==> config.mk <==
export PLATFORM = sky130hd
export DESIGN_NAME = peak_to_note
export DESIGN_NICKNAME = d
export VERILOG_FILES = /design/src/rtl/peak_to_note.sv
export SDC_FILE = /design/constraint.sdc
export NUM_CORES = 1
export LEC_CHECK = 0
export CORE_MARGIN = 5
export CORE_UTILIZATION = 45
export CTS_BUF_LIST = sky130_fd_sc_hd__clkbuf_8 sky130_fd_sc_hd__clkbuf_16
export CTS_CLUSTER_SIZE = 30
export DETAILED_ROUTE_END_ITERATION = 16
export PLACE_DENSITY = 0.62
export SKIP_CTS_REPAIR_TIMING = 1
export SLEW_MARGIN = 20
export SYNTH_ARGS = -nofsm -noshare
export SYNTH_HDL_FRONTEND = slang
export SYNTH_SLANG_ARGS = --single-unit
==> constraint.sdc <==
create_clock -name clk_in -period 5 [get_ports clk_in]
set_input_delay 0.5 -clock clk_in [delete_from_list [all_inputs] [get_ports clk_in]]
set_output_delay 0.5 -clock clk_in [all_outputs]
set_load 0.02 [all_outputs]
==> src/rtl/peak_to_note.sv <==
// Maps per-frame FFT peak bins to MIDI notes via an elaboration-time boundary
// table and a 7-step binary search, then debounces into note-on/off events.
module peak_to_note #(
  parameter int FFT_SIZE       = 4096,
  parameter int SAMPLE_RATE_HZ = 24000,
  parameter int STABLE_FRAMES  = 3
) (
  input  logic        clk_in,
  input  logic        rst_in,
  input  logic [12:0] peak_in,
  input  logic        peak_valid_in,
  output logic [6:0]  note_out,
  output logic        note_valid_out,
  output logic        note_on_out,
  output logic        note_off_out,
  output logic [6:0]  off_note_out,
  output logic        busy_out,
  output logic        drop_out
);

  // state  | meaning
  // IDLE   | waiting for a peak strobe
  // SEARCH | one binary-search comparison per cycle, 7 cycles
  // UPDATE | resolve the note and apply the debounce step
  typedef enum logic [1:0] {IDLE, SEARCH, UPDATE} state_t;

  localparam logic [6:0] NOTE_NONE = 7'd0;
  localparam logic [3:0] STABLE    = 4'(STABLE_FRAMES);

  // Lower edge of note 21+i: half a semitone below its nominal frequency.
  function automatic int bound_calc(input int i);
    real f;
    f = real'(FFT_SIZE) * 440.0 * (2.0 ** ((real'(i) - 48.5) / 12.0))
        / real'(SAMPLE_RATE_HZ);
    return $rtoi($ceil(f));
  endfunction

  // Padded to 128 entries with an unreachable bound so the search needs no range guard.
  logic [15:0] btab [0:127];
  for (genvar g = 0; g < 128; g++) begin : g_btab
    if (g <= 88) begin : g_real
      assign btab[g] = 16'(bound_calc(g));
    end else begin : g_pad
      assign btab[g] = 16'hFFFF;
    end
  end

  state_t      state;
  logic [12:0] bin_q;
  logic [6:0]  idx_q;
  logic [2:0]  step_q;
  logic [6:0]  cand_q;
  logic [3:0]  cnt_q;

  logic [6:0]  try_idx;
  logic [15:0] bin_ext;
  logic [6:0]  result;
  logic [6:0]  held_code;
  logic [6:0]  new_cand;
  logic [3:0]  new_cnt;
  logic        change;

  always_comb begin
    bin_ext   = {3'b000, bin_q};
    try_idx   = idx_q | (7'd64 >> step_q);
    held_code = note_valid_out ? note_out : NOTE_NONE;
    if ((bin_ext < btab[0]) || (idx_q >= 7'd88)) result = NOTE_NONE;
    else                                          result = idx_q + 7'd21;
    new_cand = cand_q;
    new_cnt  = cnt_q;
    if (result == cand_q) begin
      if (cnt_q < STABLE) new_cnt = cnt_q + 4'd1;
    end else begin
      new_cand = result;
      new_cnt  = 4'd1;
    end
    change = (new_cnt == STABLE) && (new_cand != held_code);
  end

  always_ff @(posedge clk_in) begin
    if (rst_in) begin
      state          <= IDLE;
      bin_q          <= '0;
      idx_q          <= '0;
      step_q         <= '0;
      cand_q         <= NOTE_NONE;
      cnt_q          <= '0;
      note_out       <= '0;
      note_valid_out <= 1'b0;
      note_on_out    <= 1'b0;
      note_off_out   <= 1'b0;
      off_note_out   <= '0;
      busy_out       <= 1'b0;
      drop_out       <= 1'b0;
    end else begin
      note_on_out  <= 1'b0;
      note_off_out <= 1'b0;
      drop_out     <= peak_valid_in && busy_out;
      case (state)
        IDLE: begin
          if (peak_valid_in) begin
            bin_q    <= peak_in;
            idx_q    <= '0;
            step_q   <= '0;
            busy_out <= 1'b1;
            state    <= SEARCH;
          end
        end
        SEARCH: begin
          if (bin_ext >= btab[try_idx]) idx_q <= try_idx;
          step_q <= step_q + 3'd1;
          if (step_q == 3'd6) state <= UPDATE;
        end
        UPDATE: begin
          cand_q   <= new_cand;
          cnt_q    <= new_cnt;
          busy_out <= 1'b0;
          state    <= IDLE;
          if (change) begin
            if (note_valid_out) begin
              note_off_out <= 1'b1;
              off_note_out <= note_out;
            end
            if (new_cand != NOTE_NONE) begin
              note_on_out    <= 1'b1;
              note_out       <= new_cand;
              note_valid_out <= 1'b1;
            end else begin
              note_valid_out <= 1'b0;
            end
          end
        end
        default: state <= IDLE;
      endcase
    end
  end

endmodule

==> results by group <==
Synth
  • Synth Flop Type: dfxtp_1
  • Synthesized area: ~4200 sq um
  • Post-synth EDFFs: 0
  • Post-synthesis sequential area ratio: 0.265
  • Syn nets: between 500 and 600
  • Ys Warns: 0
  • Average cell area after synthesis: approximately 7.6 sq um
  • Async SR Flop Fraction: 0
  • Yosys reg bits: 55
  • Yosys cell types: 71
  • Syn Inst Count: 548

GRT
  • GR Util All Layers: 0.196
  • Number of global-route vias before repair: 3726
  • Grt total ovfl: 0
  • Antenna violations before repair: 0
  • Largest net degree at the start of global routing: 33
  • First-pass GRT wire length: roughly 18 mm

Power and ir drop
  • Worst vdd ir: 0.000141 V
  • Static Leak: 1.77 nW
  • Tot Pwr: approximately 900 uW
  • PD cells: 197 nW/um^2

Routing
  • DRC: 0
  • Post-DR vias/cell: 5.97
  • Drt first pass iters: 5
  • Iteration-0 DRC Markers: around 220
  • Routed len/inst: 16.3 um
  • Final ANT Viol Nets: 0
  • Total Wirelength: between 10 and 15 mm
  • Routed via count: roughly 4000

Clock network
  • Clk sinks: 55
  • Reg clk slew, reported paths: 0.11 ns
  • CTS max path bufs: 2
  • Num CTS Buffers: 5
  • Worst skew pair latency: 0.32 ns
  • CTS tree: yes
  • CTS H-tree lvls: 2
  • Clock Tree Root: clkbuf_8

Floorplan
  • Std cell rows: 35
  • Die Wd: around 110 um
  • Die height: about 110 um
  • Die area: between 10000 and 15000 sq um
  • Initial Util: 0.457
  • Core area: between 9000 and 10000 sq um
  • Ports placed on the boundary: 35

Hold path
  • HP Start: cand_q[5]$_SDFFE_PP0P_
  • Hold path depth: 2
  • Hold worst-path end: cand_q[5]$_SDFFE_PP0P_
  • Worst Hold Class: reg -> reg

Final layout
  • # diodes: 0
  • Nets@finish: approximately 610
  • Commonest non-fill, non-tap cell in the layout: nand2_1
  • Area growth syn-to-layout: 12.0%
  • Most frequent cells in the layout: nand2_1, a21oi_1, dfxtp_1
  • Share of cells above drive strength 1: 0.0674

Outcome
  • Status: completed

STA
  • Fin crit share: 0.868
  • Final Hold Violating Endpoints: 0
  • Max Slew Vio Count: 0
  • F_max: between 200 and 250 MHz
  • Slew @ Worst Pin: a little over 0.8 ns
  • RSZ-0062 raised after global routing: no
  • Minimum clock period: between 4 and 5 ns
  • Setup Viol. Count Final: 0
  • Slew HR: 0.462
  • Fin Setup TNS: 0 ns
  • Post-Route Skew: 0.0145 ns

Place
  • Placer Congestion: between 0.9 and 1
  • Port bufs: 34
  • Hpwl dp: about 8.0 mm

Run
  • Max Cap Viol: 0

Worst setup path
  • R2r startpoint: step_q[0]$_SDFFE_PP0P_
  • Critical path buffer and inverter count: 1
  • Delay-heaviest family, CP: compound AO/OA/AOI/OAI gates
  • CP Capture Type: flop
  • Critical-path top delay cell: a21oi_1
  • R2R Setup Slk: around 0.66 ns
  • WS Path Type: reg -> reg
  • WP data arrival: roughly 4.6 ns
  • R2r endpoint: idx_q[3]$_SDFFE_PP0P_
  • Critical Path Start Type: flop
  • Worst path cell trace: inv_1 > ha_1 > a21oi_1 > ha_1 > nand2_1 > o21ai_0 > or2_2 > a31oi_1 > a211oi_1 > a21oi_1 > ha_1 > nand2b_1 > a21o_1 > a21o_1 > a21o_1 > a21oi_1 > o21ai_0 > and4b_1 > o211a_1
  • Crit-path max cell delay: around 0.48 ns
  • CP Data Required Time: roughly 5.2 ns
  • Number of cells on the worst reg-to-reg path: 19
  • CP Max Fanout: 7
==> how the worst max path moves through the flow <==
stage                                 from                     to  depth (start not counted)
floorplan           step_q[0]$_SDFFE_PP0P_  idx_q[3]$_SDFFE_PP0P_                         20
global placement    step_q[0]$_SDFFE_PP0P_  idx_q[3]$_SDFFE_PP0P_                         19
detailed placement  step_q[0]$_SDFFE_PP0P_  idx_q[3]$_SDFFE_PP0P_                         19
CTS                 step_q[0]$_SDFFE_PP0P_  idx_q[3]$_SDFFE_PP0P_                         19
global route        step_q[0]$_SDFFE_PP0P_  idx_q[3]$_SDFFE_PP0P_                         19
finish              step_q[0]$_SDFFE_PP0P_  idx_q[3]$_SDFFE_PP0P_                         19
==> cell type report <==
cell class                 count  area, sq um
fill                         950         4450
multi-input combinational    438         2820
sequential                    55         1100
timing repair buffer          44          415
tap                          111          139
inverter                      19         71.3
clock buffer                   5         68.8
clock inverter                 3         43.8
==> power by group <==
group          switching (mW)  internal [mW]  total [mW]
sequential            0.00878          0.446       0.455
clock                   0.154          0.150       0.304
combinational          0.0954         0.0658       0.161
total                   0.259          0.662       0.920
==> worst min-delay path, stage by stage, from the launching register on <==
cell     delay, ns
dfxtp_1       0.33
nand2_1       0.06
a21oi_1       0.05
==> registers in the layout (all words and copies together), names as in the netlist <==
register	cells
note_on_out	1
drop_out	1
note_off_out	1
busy_out	1
cand_q	7
state	2
off_note_out	7
note_out	7
note_valid_out	1
step_q	3
cnt_q	4
idx_q	7
bin_q	13
==> cell usage after synthesis, types with 8 or more instances <==
cell type / count / area share
a211oi_1: 8 / 0.014
a21o_1: 9 / 0.016
a21oi_1: 60 / 0.072
a31oi_1: 8 / 0.012
clkbuf_1: 22 / 0.020
dfxtp_1: 55 / 0.26
ha_1: 30 / 0.090
inv_1: 18 / 0.016
mux2i_1: 17 / 0.041
nand2_1: 80 / 0.072
nand3_1: 10 / 0.012
nor2_1: 44 / 0.040
nor3_1: 16 / 0.019
o211ai_1: 9 / 0.016
o21ai_0: 35 / 0.042
or3_1: 10 / 0.015
==> layer usage <==
metal  global-route usage  vias up  part of all wire
met4               0.0629        0             0.022
li1                     -     2019                 -
met2                0.353      127              0.50
met5                    0        -                 0
met1                0.242     1867              0.43
met3               0.0231       19             0.049
==> logic make-up (layout without fill, tap and decap cells) <==
group / count (synthesis) / count (layout) / synth area share
buf+inv: 55 / 71 / 0.0571
simple gates: 203 / 203 / 0.233
fa+ha+maj: 30 / 30 / 0.0902
compound gates: 174 / 174 / 0.277
flops: 55 / 55 / 0.265
xor+xnor: 11 / 11 / 0.0265
mux: 20 / 20 / 0.0517
==> per-stage QoR <==
stage	cell area, sq um	hold WS, ns	util	std cells	setup WS (ns)
4_1_cts	4660	0.483	0.512	675	0.679
6_report	4660	0.478	0.512	675	0.660
3_3_place_gp	4550	0.459	0.500	667	0.744
5_1_grt	4660	0.516	0.512	675	0.339
2_1_floorplan	4160	0.445	-	548	0.943
3_5_place_dp	4550	0.468	0.500	667	0.697
(Power assumes the default switching activity.)
